## config.mk

```make
export PLATFORM = sky130hd
export DESIGN_NAME = quad_decoder
export DESIGN_NICKNAME = d
export VERILOG_FILES = /design/src/rtl/quad_decoder.sv
export SDC_FILE = /design/constraint.sdc
export NUM_CORES = 1
export LEC_CHECK = 0
export ABC_CLOCK_PERIOD_IN_PS = 2600
export CORE_ASPECT_RATIO = 1.25
export CORE_UTILIZATION = 45
export DETAILED_ROUTE_END_ITERATION = 6
export PLACE_DENSITY = 0.81
export SLEW_MARGIN = 5
export SYNTH_ARGS = -nofsm -noshare
export SYNTH_HDL_FRONTEND = slang
export SYNTH_SLANG_ARGS = --single-unit
```

## constraint.sdc

```tcl
create_clock -name clk -period 2.6 [get_ports clk]
set_input_delay 0.52 -clock clk [delete_from_list [all_inputs] [get_ports clk]]
set_output_delay 0.52 -clock clk [all_outputs]
set_load 0.005 [all_outputs]
```

## src/rtl/quad_decoder.sv

```systemverilog
// rtl/quad_decoder.sv - quadrature phase decoder with sync, glitch filter, position/direction/error tracking; optional QDEC_VELOCITY_EN step-period output
module quad_decoder #(
    parameter int POS_W    = 16,
    parameter int FILT_LEN = 4,
    parameter int VEL_W    = 16
) (
    input  logic             clk,
    input  logic             rst,
    input  logic             phase_a,
    input  logic             phase_b,
    input  logic             enable,
    input  logic             clear_pos,
    input  logic             err_clear,
    output logic [POS_W-1:0] position,
    output logic             direction,
    output logic             step_pulse,
    output logic             error_flag
`ifdef QDEC_VELOCITY_EN
    ,
    output logic [VEL_W-1:0] velocity
`endif
);

    localparam logic [0:0] ST_INIT  = 1'b0;
    localparam logic [0:0] ST_RUN   = 1'b1;
    localparam logic [3:0] FILT_TOP = 4'(FILT_LEN - 1);
    localparam logic [4:0] INIT_TOP = 5'(FILT_LEN + 2);

    // bit 1 = phase A, bit 0 = phase B throughout
    logic [1:0]       sync1_q, sync2_q;
    logic [1:0]       filt_q, filt_d;
    logic [3:0]       fcnt_q [2];
    logic [3:0]       fcnt_d [2];
    logic [1:0]       prev_q, prev_d;
    logic [0:0]       state_q, state_d;
    logic [4:0]       icnt_q, icnt_d;
    logic [POS_W-1:0] pos_q, pos_d;
    logic             dir_q, dir_d;
    logic             pulse_q, pulse_d;
    logic             err_q, err_d;
    logic             run, changed, both, fwd, step, illegal;

    // filter and startup sequencing: INIT copies the synchronised pair straight through
    always_comb begin
        filt_d  = filt_q;
        fcnt_d  = fcnt_q;
        state_d = state_q;
        icnt_d  = icnt_q;
        for (int i = 0; i < 2; i++) begin
            if (state_q == ST_INIT) begin
                filt_d[i] = sync2_q[i];
                fcnt_d[i] = 4'd0;
            end else if (sync2_q[i] != filt_q[i]) begin
                if (fcnt_q[i] == FILT_TOP) begin
                    filt_d[i] = sync2_q[i];
                    fcnt_d[i] = 4'd0;
                end else begin
                    fcnt_d[i] = fcnt_q[i] + 4'd1;
                end
            end else begin
                fcnt_d[i] = 4'd0;
            end
        end
        if (state_q == ST_INIT) begin
            if (icnt_q == INIT_TOP) begin
                state_d = ST_RUN;
            end else begin
                icnt_d = icnt_q + 5'd1;
            end
        end
    end

    // decode filtered pair against the previous pair; prev always tracks so re-enable is clean
    always_comb begin
        run     = (state_q == ST_RUN);
        changed = (filt_q != prev_q);
        both    = &(filt_q ^ prev_q);
        fwd     = ((prev_q == 2'b11) && (filt_q == 2'b01)) ||
                  ((prev_q == 2'b01) && (filt_q == 2'b00)) ||
                  ((prev_q == 2'b00) && (filt_q == 2'b10)) ||
                  ((prev_q == 2'b10) && (filt_q == 2'b11));
        illegal = run && both;
        step    = run && changed && !both && enable;
        prev_d  = filt_q;
        pos_d   = pos_q;
        if (step) begin
            pos_d = fwd ? (pos_q + POS_W'(1)) : (pos_q - POS_W'(1));
        end
        if (clear_pos) begin
            pos_d = '0;
        end
        dir_d   = step ? fwd : dir_q;
        pulse_d = step;
        if (illegal) begin
            err_d = 1'b1;
        end else if (err_clear) begin
            err_d = 1'b0;
        end else begin
            err_d = err_q;
        end
    end

    // state registers
    always_ff @(posedge clk) begin
        if (rst) begin
            sync1_q   <= 2'b00;
            sync2_q   <= 2'b00;
            filt_q    <= 2'b00;
            fcnt_q[0] <= 4'd0;
            fcnt_q[1] <= 4'd0;
            prev_q    <= 2'b00;
            state_q   <= ST_INIT;
            icnt_q    <= 5'd0;
            pos_q     <= '0;
            dir_q     <= 1'b0;
            pulse_q   <= 1'b0;
            err_q     <= 1'b0;
        end else begin
            sync1_q   <= {phase_a, phase_b};
            sync2_q   <= sync1_q;
            filt_q    <= filt_d;
            fcnt_q[0] <= fcnt_d[0];
            fcnt_q[1] <= fcnt_d[1];
            prev_q    <= prev_d;
            state_q   <= state_d;
            icnt_q    <= icnt_d;
            pos_q     <= pos_d;
            dir_q     <= dir_d;
            pulse_q   <= pulse_d;
            err_q     <= err_d;
        end
    end

    assign position   = pos_q;
    assign direction  = dir_q;
    assign step_pulse = pulse_q;
    assign error_flag = err_q;

`ifdef QDEC_VELOCITY_EN
    logic [VEL_W-1:0] per_q, per_d;
    logic [VEL_W-1:0] vel_q, vel_d;

    // saturating period counter, captured (plus the step clock itself) on every counted step
    always_comb begin
        per_d = per_q;
        vel_d = vel_q;
        if (step) begin
            vel_d = (&per_q) ? per_q : (per_q + VEL_W'(1));
            per_d = '0;
        end else if (run && !(&per_q)) begin
            per_d = per_q + VEL_W'(1);
        end
    end

    // period registers
    always_ff @(posedge clk) begin
        if (rst) begin
            per_q <= '0;
            vel_q <= '0;
        end else begin
            per_q <= per_d;
            vel_q <= vel_d;
        end
    end

    assign velocity = vel_q;
`endif

endmodule

```

==> summary.txt, run 1 <==
Timing
  – Max Clk Rate: between 400 and 500 MHz
  – Unrepaired setup endpoints after global routing: false
  – Worst Tran Pin Value: around 550 ps
  – Slew Limit Fails: 0
  – Setup TNS Final: 0 ps
  – Final Hold Vio Count: 0
  – Skew final: approximately 11 ps
  – Tcrit/Tclk final: 93.8%
  – Slew margin rel.: 63.0%
  – Endpoints failing setup: 0
  – Final worst path period need: about 2400 ps

Route
  – Max Used Layer: met4
  – Met3 WL: ~210 um
  – Post-route DRC: 0
  – Drt first-iter violations: 109
  – DR vias: around 2000
  – Post-DRT Antenna Nets: 0
  – Vias/cell: 5.53
  – Met2 WL post-DR: roughly 2.4 mm
  – Mean routed wirelength per cell: ~13 um
  – Router iterations before antenna repair: 4
  – Metal-1 WL: approximately 1.9 mm
  – Routed WL: roughly 4.6 mm

Place
  – GPL Wtd Cong: 0.927
  – Post-placement cell area: about 2500 um^2
  – DP HPWL: about 3.4 mm
  – Input/output buffers: 25

Yosys
  – Synthesized net count: around 290
  – Synth unique cells: 40
  – Post-synthesis register bit count: between 40 and 50
  – Mux contribution to synthesized area: 0%
  – Adder-cell area share of the yosys netlist: 11.1%
  – Xor/xnor share of the synthesized area: about a tenth
  – Post-synthesis compound-gate area fraction: around 17%
  – Most used DFF post-synth: dfxtp_1
  – Sequential share of the synthesized area: around 37%
  – Syn Std Cell Area: approximately 2200 um^2
  – Avg Cell Area, Syn: around 8.3 um^2
  – Simple-Gate Fraction of Synth Area: approximately 22%
  – Post-synth ARST share: 0%
  – Largest family of logic cells by synthesized area: simple AND/OR/NAND/NOR gates
  – Ys Warns: 0
  – Gate count after technology mapping: 265
  – Post-synth EDFFs: 0

Critical path
  – Worst Path Required: ~2800 ps
  – Setup crit end kind: flip-flop
  – Slowest CP cell: ha_1
  – Family with the most delay on the worst path: compound AO/OA/AOI/OAI gates
  – Setup crit start: prev_q[1]
  – Critical path buffer and inverter count: 2
  – CP peak stage delay: 340 ps
  – Crit path DAT: 2670 ps
  – Critical setup path kind: reg2reg
  – Crit-path cells: xnor2_1 -> nand2_2 -> buf_4 -> ha_1 -> a21oi_1 -> nand2_1 -> o21ai_1 -> buf_4 -> o21ai_0 -> xnor2_1 -> o21ai_0
  – Worst setup SP type: flip-flop
  – R2R setup slack: 160 ps
  – Crit Path Max Fanout: 16
  – R2R Path Start: prev_q[1]

Clock tree
  – Num CTS Buffers: 5
  – Skew-Pair Late Insertion Delay: approximately 300 ps
  – CTS HTree Levels: 2
  – Clk Tree Root Cell: clkbuf_8
  – Number of setup buffers added after CTS: 0
  – CTS tree: built
  – Cts repair resizes: 0
  – Clock buffer depth: 2
  – Clk pin slew, worst setup/hold paths: approximately 90 ps
  – CTS sink cnt: between 40 and 50
  – CTS Hold Bufs: 0

Global route
  – First-pass GRT wire length: 7.96 mm
  – GRT Total Usage: roughly a fifth
  – Vias in the first global route: approximately 1800
  – Initial antenna violation count: 0
  – GRT Residual Overflow: 0
  – Largest net degree at the start of global routing: 19

Die
  – Core ar.: around 4700 um^2
  – Die width: between 60 and 70 um
  – Die Footprint: 5200 um^2
  – Initial Util: 46.7%
  – # IOs: 26
  – Die H: roughly 80 um
  – Cell Rows: 28

Final layout
  – Multi-input gate area: roughly 1400 um^2
  – Number of fill cells: between 400 and 500
  – Area taken by flip-flops and latches: 821 um^2
  – Final instance area: 2670 um^2
  – Final Util: about 57%
  – Final nets: 322
  – Share of cells above drive strength 1: 7.41%
  – Area growth from synthesis to layout: 21.0%
  – Antenna diode count: 0

Pwr
  – Reg power frac: between 50 and 60%
  – Sw Share: 25.8%
  – P_int: ~900 uW
  – P_sw: between 300 and 400 uW
  – P per Cell Area: about 440 nW/um^2
  – Clock power frac: 36.0%
  – Logic pwr share: approximately a tenth
  – P_leak: about 1.0 nW
  – Worst vdd ir: between 200 and 300 uV

Min path
  – Worst Hold Launch: sync1_q[0]
  – Hold Path Class: reg2reg

Run
  – MaxCap Viol Count: 0

Status
  – Status: finished clean
-- Yosys cell counts, types with 2 or more instances --
cell type	count	area [um^2]
inv_1	6	22.5
nor2b_1	6	37.5
nand4_1	5	31.3
nor3_1	4	20.0
xnor2_1	15	131
nor2_1	41	154
xor2_1	9	78.8
a221oi_1	2	17.5
a21o_1	4	30.0
and2_1	2	12.5
and3_1	3	18.8
nand3_1	16	80.1
clkbuf_1	5	18.8
a211oi_1	9	67.6
buf_2	2	10.0
dfxtp_1	41	821
or3_1	2	12.5
nand2_1	23	86.3
o21ai_0	16	80.1
a21oi_1	15	75.1
o21a_1	3	22.5
ha_1	18	225
-- power groups by stage --
stage	registers [mW]	clock network [mW]	logic, mW
after floorplan	0.662	0	0.0766
final	0.649	0.428	0.110
after detailed placement	0.664	0	0.106
after global placement	0.663	0	0.103
after global routing	0.651	0.474	0.125
after CTS	0.649	0.445	0.107
-- worst paths after layout --
check | end | depth (start not counted)
setup / recovery | position[11] | 11
hold / removal | sync2_q[0] | 1
setup reg to reg | position[11] | 11
hold reg to reg | sync2_q[0] | 1
-- cells in the final DEF (no fill, tap or decap), drive strengths merged, types with 8 or more instances in the layout --
cell type	netlist	final
nand3	16	16
buf	4	8
a211oi	9	9
clkdlybuf4s50	0	25
nand2	23	23
xnor2	15	15
nor2	41	41
a21oi	15	15
dfxtp	41	41
xor2	9	9
ha	18	18
o21ai	17	17
-- state kept, by name, indices dropped and copies added, names as in the netlist, 2 cells and up --
| name | cells |
|---|---|
| icnt_q | 5 |
| prev_q | 2 |
| filt_q | 2 |
| sync2_q | 2 |
| sync1_q | 2 |
| position | 16 |
| fcnt_q | 8 |
-- final cells by class --
cell class / instances / share of cell area, %
clock inverters: 3 / 0.796
clock buffers: 5 / 2.57
flip-flops and latches: 41 / 30.7
multi-input cells: 209 / 50.7
repair buffers: 33 / 11.6
well taps: 60 / 2.81
inverters: 6 / 0.842
-- layer usage --
layer,up-vias,global-route usage (%)
li1,995,-
met1,912,21.2
met2,53,35.8
met3,14,5.11
met4,0,9.11
met5,-,0
-- cells by family (layout without fill, tap and decap cells) --
family	Yosys count	in the layout
AO/OA/AOI/OAI	59	59
XOR/XNOR	24	24
adder cells (fa/ha/maj)	19	19
buffers and inverters	15	47
flip-flops	41	41
AND/OR/NAND/NOR	107	107
-- worst register-to-register path, cell delays in order, from the launching register on --
cell and delay [ps]:
dfxtp_1 330, xnor2_1 200, nand2_2 130, buf_4 230, ha_1 340, a21oi_1 210
nand2_1 70, o21ai_1 250, buf_4 190, o21ai_0 130, xnor2_1 150, o21ai_0 140
-- per-stage QoR --
stage               setup WS (ps)  instances  hold slack, ps  power [mW]
floorplan                    20.0        265             414       0.739
global placement              216        349             417       0.767
detailed placement            107        349             426       0.770
CTS                          96.9        357             446        1.20
global route                 2.15        357             455        1.25
finish                        162        357             441        1.19
Note: power is estimated with default switching activity, not from simulation.
==> run 2, diff against run 1 <==
--- a/config.mk
+++ b/config.mk
@@ -6,11 +6,12 @@
 export NUM_CORES = 1
 export LEC_CHECK = 0
 export ABC_CLOCK_PERIOD_IN_PS = 2600
+export CAP_MARGIN = 0
 export CORE_ASPECT_RATIO = 1.25
 export CORE_UTILIZATION = 45
 export DETAILED_ROUTE_END_ITERATION = 6
 export PLACE_DENSITY = 0.81
-export SLEW_MARGIN = 5
+export SLEW_MARGIN = 40
 export SYNTH_ARGS = -nofsm -noshare
 export SYNTH_HDL_FRONTEND = slang
 export SYNTH_SLANG_ARGS = --single-unit
==> results of run 2 <==
The final DEF is identical to that of run 1; final timing and power are the same.
==> run 3, diff against run 2 <==
--- a/config.mk
+++ b/config.mk
@@ -15,3 +15,4 @@
 export SYNTH_ARGS = -nofsm -noshare
 export SYNTH_HDL_FRONTEND = slang
 export SYNTH_SLANG_ARGS = --single-unit
+export TNS_END_PERCENT = 1
==> results of run 3 <==
The final DEF is identical to that of run 1; final timing and power are the same.
